## src/rtl/instruction_fetch.sv

```systemverilog
//------------------------------------------------------------------------------
// Module      : instruction_fetch
// Description : Sequential instruction fetch with 2-entry prefetch queue,
//               decode back-pressure and redirect with in-flight drop.
// Revision    : 1.0
//------------------------------------------------------------------------------
`default_nettype none

module instruction_fetch #(
    parameter logic [31:0] RESET_PC = 32'h0000_0000,
    parameter int          PC_STEP  = 4
) (
    input  logic        i_Clk,
    input  logic        i_Rst,
    input  logic        i_Stall,
    input  logic        i_Redirect,
    input  logic [31:0] i_RedirectPc,
    output logic        o_MemReq,
    output logic [31:0] o_MemAddr,
    input  logic        i_MemAck,
    input  logic [31:0] i_MemData,
    output logic [31:0] o_InstructionRegister,
    output logic        o_IrValid,
    output logic [31:0] o_IrPc
);

    localparam logic [1:0] ST_IDLE = 2'd0;
    localparam logic [1:0] ST_REQ  = 2'd1;
    localparam logic [1:0] ST_DROP = 2'd2;

    logic [1:0]  r_state;
    logic [1:0]  w_state_next;
    logic [31:0] r_fetch_pc;
    logic [31:0] r_drop_addr;
    logic [31:0] r_instr [2];
    logic [31:0] r_pc    [2];
    logic [1:0]  r_count;
    logic [1:0]  w_count_next;
    logic        w_push;
    logic        w_pop;
    logic        w_wr_idx;

    always_comb begin
        w_push       = (r_state == ST_REQ) && i_MemAck && !i_Redirect;
        w_pop        = (r_count != 2'd0) && !i_Stall;
        // Slot receiving a push, accounting for a same-cycle pop shifting the head
        w_wr_idx     = w_pop ? (r_count == 2'd2) : (r_count == 2'd1);
        w_count_next = r_count;
        if (i_Redirect) begin
            w_count_next = 2'd0;
        end else if (w_push && !w_pop) begin
            w_count_next = r_count + 2'd1;
        end else if (!w_push && w_pop) begin
            w_count_next = r_count - 2'd1;
        end
    end

    always_comb begin
        w_state_next = r_state;
        case (r_state)
            ST_IDLE: begin
                if (w_count_next <= 2'd1) w_state_next = ST_REQ;
            end
            ST_REQ: begin
                if (i_Redirect) begin
                    w_state_next = i_MemAck ? ST_REQ : ST_DROP;
                end else if (i_MemAck) begin
                    w_state_next = (w_count_next <= 2'd1) ? ST_REQ : ST_IDLE;
                end
            end
            ST_DROP: begin
                if (i_MemAck) w_state_next = ST_REQ;
            end
            default: w_state_next = ST_IDLE;
        endcase
    end

    always_ff @(posedge i_Clk) begin
        if (i_Rst) begin
            r_state     <= ST_IDLE;
            r_fetch_pc  <= RESET_PC;
            r_drop_addr <= RESET_PC;
            r_count     <= 2'd0;
            r_instr[0]  <= 32'd0;
            r_instr[1]  <= 32'd0;
            r_pc[0]     <= 32'd0;
            r_pc[1]     <= 32'd0;
        end else begin
            r_state <= w_state_next;
            r_count <= w_count_next;
            if (i_Redirect) begin
                r_fetch_pc <= {i_RedirectPc[31:2], 2'b00};
                // The outstanding request keeps its address until the late ack
                if (r_state == ST_REQ && !i_MemAck) r_drop_addr <= r_fetch_pc;
            end else begin
                if (w_pop && r_count == 2'd2) begin
                    r_instr[0] <= r_instr[1];
                    r_pc[0]    <= r_pc[1];
                end
                if (w_push) begin
                    r_instr[w_wr_idx] <= i_MemData;
                    r_pc[w_wr_idx]    <= r_fetch_pc;
                    r_fetch_pc        <= r_fetch_pc + 32'(PC_STEP);
                end
            end
            a_no_overflow: assert (!(w_push && r_count == 2'd2))
                else $error("instruction_fetch: push into full queue");
        end
    end

    always_comb begin
        o_MemReq              = (r_state != ST_IDLE);
        o_MemAddr             = (r_state == ST_DROP) ? r_drop_addr : r_fetch_pc;
        o_IrValid             = (r_count != 2'd0);
        o_InstructionRegister = o_IrValid ? r_instr[0] : 32'd0;
        o_IrPc                = o_IrValid ? r_pc[0]    : 32'd0;
    end

endmodule

`default_nettype wire

```

## config.mk

```make
export PLATFORM = sky130hd
export DESIGN_NAME = instruction_fetch
export DESIGN_NICKNAME = d
export VERILOG_FILES = /design/src/rtl/instruction_fetch.sv
export SDC_FILE = /design/constraint.sdc
export NUM_CORES = 1
export LEC_CHECK = 0
export ABC_AREA = 0
export BUFFER_PORTS_ARGS = -buffer_cell sky130_fd_sc_hd__buf_4
export CAP_MARGIN = 30
export CORE_UTILIZATION = 40
export DETAILED_ROUTE_END_ITERATION = 8
export GPL_TIMING_DRIVEN = 0
export HOLD_SLACK_MARGIN = 0.08
export PLACE_DENSITY = 0.69
export SETUP_SLACK_MARGIN = 0.05
export SYNTH_ARGS = -nofsm -noshare
export SYNTH_HDL_FRONTEND = slang
export SYNTH_SLANG_ARGS = --single-unit
```

## constraint.sdc

```tcl
create_clock -name i_Clk -period 8.2 [get_ports i_Clk]
set_input_delay 1.23 -clock i_Clk [delete_from_list [all_inputs] [get_ports i_Clk]]
set_output_delay 1.23 -clock i_Clk [all_outputs]
set_load 0.02 [all_outputs]
```

; ---- Word level (Yosys, flattened, before mapping)
; Memory sizes are Yosys's and may differ from the RTL's.
; Cells that the tools add are included.
; W data, S select, Z words.
[word_totals]
mem_count = 2
register_bits = 68
wordCells = 75
mem_bits_rw = 128
input_bits = 69
[memory_table]
columns = memory, words, word_bits, read_ports, rd_ports_with_merged_regs, write_ports, line
row1 = r_instr, 2, 32, 2, 0, 2, 35  ; logic [31:0] r_instr [2];
row2 = r_pc, 2, 32, 2, 0, 2, 36  ; logic [31:0] r_pc [2];
[op_classes]
n_eq_ne = 7
muxes = 34
add_sub_neg = 3
order_cmp = 1
bitwise = 2
reduce_logical = 21
[ops]
columns = op, n
row1 = $mux W32, 9
row2 = $reduce_or A32 Y1, 2
row3 = $add A32 B3 Y32 const B, 1
row4 = $mux W1, 16
row5 = $mux W2, 8
row6 = $logic_and A1 B1 Y1, 7
row7 = $pmux W2 S3, 1
row8 = $reduce_bool A2 Y1, 3
row9 = $logic_not A1 Y1, 5
row10 = $eq A2 B1 Y1 const B, 2
row11 = $eq A2 B2 Y1 const B, 2
row12 = $ne A2 B2 Y1 const B, 2
row13 = $ne A3 B3 Y1 const B, 1
row14 = $reduce_and A3 Y1, 1
row15 = $add A2 B1 Y2 const B, 1
row16 = $le A2 B1 Y1 const B, 1
row17 = $logic_not A2 Y1, 1
row18 = $or A1 B1 Y1, 2
row19 = $reduce_and A2 Y1, 1
row20 = $reduce_or A2 Y1, 1
row21 = $sub A2 B1 Y2 const B, 1

; ---- Logic depth before layout (Yosys ltp)
[depth]
word_depth = 13
depth_mapped = 8
depth_no_buf = 6

; ---- Worst setup path before layout
; No wires, ideal clock.
[synth_timing]
path_type = input-to-reg
from = input port i_Stall
to = memory r_instr[0][0] (enable)
setup_ns = 0.422
path_slack_ns = 4.274
arrival_time_ns = 3.504
n_path_buf = 1
stages = 5
path_cell_list = nor2_1 mux2i_1 and2_1 clkbuf_1 or3_1
[synth_rtl]
columns = item, line
row1 = start: declaration, 15  ; input logic i_Stall,
row2 = end: declaration, 35

; ---- Final worst setup path
[layout_timing]
from = register r_state[1]
to = output port o_MemAddr[27]
[layout_via]
elab_chain_len = 2
[layout_rtl]
columns = item, line
row1 = start: declaration, 31  ; logic [1:0] r_state;
row2 = start signal: assignment, 89  ; r_state <= w_state_next;
row3 = $eq A2 B2 Y1, 113  ; o_MemAddr = (r_state == ST_DROP) ? r_drop_addr : r_fetch_pc;
row4 = $mux W32, 113
row5 = end: declaration, 19  ; output logic [31:0] o_MemAddr,
; Every way passes these cells.

==> impl_metrics.json <==
{
  "outcome": "finished, final reports clean",
  "end_kind": "output port",
  "postLayoutCoreUtil": 0.507,
  "wl_per_cell_um": 16.7,
  "grt_max_degree": 63,
  "pin_count": 167,
  "synth_area_um2": 8830,
  "syn_to_final_growth_pct": 24.8,
  "synth.distinct_cells": 55,
  "syn_area_per_cell_um2": 10.9,
  "fp.dieW_um": 151,
  "seq_area_frac_synth": 0.567,
  "cp_max_fo": 10,
  "rsz0062_at_grt": "false",
  "critPathTopFamily": "buffers and inverters",
  "vias": 6707,
  "diodes": 0,
  "cap_violations": 0,
  "reg2regPathDepth": 8,
  "drt_iter0_markers": 465,
  "initial_core_util": 0.406,
  "post-place-ws_ns": 4.38,
  "startpoint_type": "flop",
  "wl_met3_um": 1260,
  "power_uw": 2130,
  "drv_slew": 0,
  "period_share": 0.471,
  "grt_pass1_vias": 6235,
  "critPathMaxStageDelay_ns": 0.59,
  "routed_wl_um": 21500,
  "async_reset_ff_frac": 0,
  "power_leakage_uw": 0.00419,
  "htree_levels": 4,
  "period_minus_slack_ns": 3.86,
  "pwr_density_cell_nw_per_um2": 193,
  "grt_overflow": 0,
  "crit_path_top_delay_cell": "buf_1",
  "setup_viol": 0,
  "cts_tree": "built",
  "peakVddDrop_uv": 149,
  "root_buffer": "clkbuf_16",
  "place_congestion": 0.871,
  "drc_errors": 0,
  "cts_made_buffers": 17,
  "wl_met2_um": 10100,
  "top_layer": "met4",
  "hpwl_um": 15500,
  "placed_cells": 1253,
  "synth.ff_latch_count": 188,
  "ys_warn_count": 0,
  "max_freq_mhz": 259,
  "crit_type": "flop to output port",
  "finalSetupTns_ns": 0,
  "cp.depth": 5,
  "core-area_um2": 21800,
  "crit_chain": "nor2b_1, clkbuf_1, buf_1, mux2_2, buf_4",
  "fin_worst_skew_ns": 0.0119,
  "fin_nets": 1065,
  "path_buf_inv": 3,
  "antenna_found_initial": 0,
  "rows": 54,
  "worst_slack_ns": 4.34,
  "slew_headroom": 0.413,
  "met1_length_um": 9750,
  "grt_pass1_wl_um": 33400,
  "clock_path_buffers": 2,
  "worst_pin_slew_ns": 0.873,
  "drive_gt1_frac": 0.244,
  "ctsResizeCount": 0,
  "cts_setup_buffers": 0,
  "die_h_um": 151,
  "clock_sink_count": 188,
  "drtAntennaViolNets": 0,
  "dr.pass1.iters": 5,
  "crit_required_ns": 6.97,
  "viasPerCell": 5.22,
  "clock_latency_ns": 0.44,
  "synth_cells": 808,
  "grt_usage": 0.196,
  "path_clk_slew_ns": 0.07,
  "crit_arrival_ns": 2.63,
  "hold_buffers": 0,
  "hold_viol": 0,
  "holdPathStages": 2,
  "hold_path_class": "flop to flop",
  "fin_cells": 1285,
  "die-area_um2": 22700,
  "port_buffers": 160,
  "synth_edf_count": 124,
  "synthFlopType": "edfxtp_1"
}
==> synthesized netlist by cell type, drive strengths merged, types with 4 or more instances <==
| cell | number | area, µm² |
|---|---|---|
| or3 | 9 | 56.3 |
| o31a | 4 | 35.0 |
| o21ai | 11 | 55.1 |
| a21oi | 40 | 200 |
| ha | 4 | 50.1 |
| a311oi | 11 | 96.3 |
| xor2 | 4 | 35.0 |
| a22o | 62 | 543 |
| nor3b | 4 | 30.0 |
| nand3 | 13 | 65.1 |
| nor4 | 9 | 56.3 |
| edfxtp | 124 | 3720 |
| nor2b | 65 | 407 |
| buf | 24 | 134 |
| nand2 | 79 | 297 |
| clkbuf | 59 | 224 |
| or4 | 10 | 82.6 |
| inv | 12 | 45.0 |
| and2 | 64 | 400 |
| xnor2 | 7 | 61.3 |
| nor3 | 15 | 75.1 |
| nor2 | 26 | 97.6 |
| nand4 | 10 | 62.6 |
| dfxtp | 64 | 1280 |
| a211oi | 11 | 82.6 |
| o31ai | 7 | 52.6 |
| and4 | 6 | 52.6 |
| mux2 | 26 | 293 |
==> stage by stage <==
stage / hold WS (ns) / cell area (µm²)
floorplan: 0.433 / 8840
global placement: 0.438 / 10400
detailed placement: 0.443 / 10400
CTS: 0.453 / 11000
global route: 0.480 / 11000
finish: 0.452 / 11000
==> logic make-up (layout without fill, tap and decap cells) <==
logic type      Yosys count  in the layout  synth area share
buf+inv                  96            290            0.0460
other cells               1              4          0.000425
simple gates            326            326             0.207
xor+xnor                 11             11            0.0109
mux                      28             28            0.0354
flops                   188            188             0.567
fa+ha+maj                 4              4           0.00567
compound gates          154            154             0.128
==> worst reg2reg max path, cell delays in order, from the launching register on <==
cell	delay, ns
dfxtp_1	0.38
inv_1	0.08
ha_1	0.23
nor2_1	0.33
mux2i_1	0.27
and2_1	0.14
clkbuf_1	0.43
or3_2	0.70
buf_12	0.30
==> layout make-up <==
| class | count | area (µm²) |
|---|---|---|
| fill | 1952 | 10700 |
| sequential | 188 | 5000 |
| multi-input combinational | 527 | 3440 |
| timing repair buffer | 162 | 1230 |
| clock buffer | 17 | 425 |
| buffer | 83 | 358 |
| tap | 280 | 350 |
| clock inverter | 15 | 173 |
| inverter | 13 | 48.8 |
==> registers in the layout, summed over array words and instances, names as in the netlist <==
signal,count
r_count,2
r_drop_addr,30
r_fetch_pc,30
r_instr,64
r_pc,60
r_state,2
==> per-layer routing <==
metal	track usage	vias up
li1	-	3289
met1	0.259	3182
met2	0.320	205
met3	0.0427	31
met4	0.0565	0
met5	0	-
==> power by group <==
part / leakage (µW) / switching, µW / internal (µW) / total [µW]
Sequential: 0.00181 / 17.6 / 1050 / 1070
Clock: 0.000289 / 406 / 412 / 818
Combinational: 0.00209 / 146 / 98.4 / 244
==> layout by cell type, fill, tap and decap left out, types with 5 or more instances in the layout <==
| cell type | netlist | final |
|---|---|---|
| edfxtp_1 | 124 | 124 |
| nand2_1 | 79 | 79 |
| o31ai_1 | 7 | 7 |
| nor4_1 | 9 | 9 |
| buf_1 | 9 | 9 |
| and2_1 | 64 | 64 |
| or4_1 | 8 | 8 |
| mux2_2 | 26 | 26 |
| clkbuf_16 | 0 | 17 |
| nor2_1 | 26 | 26 |
| buf_2 | 8 | 8 |
| nand3_1 | 13 | 13 |
| inv_1 | 12 | 12 |
| nor3_1 | 15 | 15 |
| a211oi_1 | 11 | 11 |
| inv_8 | 0 | 5 |
| dfxtp_1 | 64 | 64 |
| a22o_1 | 62 | 62 |
| a21oi_1 | 40 | 40 |
| or3_1 | 9 | 8 |
| nand4_1 | 10 | 10 |
| and4_1 | 6 | 6 |
| xnor2_1 | 7 | 7 |
| o21ai_0 | 11 | 11 |
| a311oi_1 | 11 | 11 |
| nor2b_1 | 65 | 65 |
| buf_4 | 5 | 166 |
| clkbuf_1 | 57 | 57 |
==> final timing paths <==
path	end	slack (ns)	start
min	r_drop_addr[26]	0.45	r_drop_addr[26]
max	o_MemAddr[27]	4.34	r_state[1]
max reg2reg	r_pc[0][10]	5.03	r_count[0]
min reg2reg	r_drop_addr[26]	0.45	r_drop_addr[26]
No activity file was read; power rests on OpenSTA's default activity.
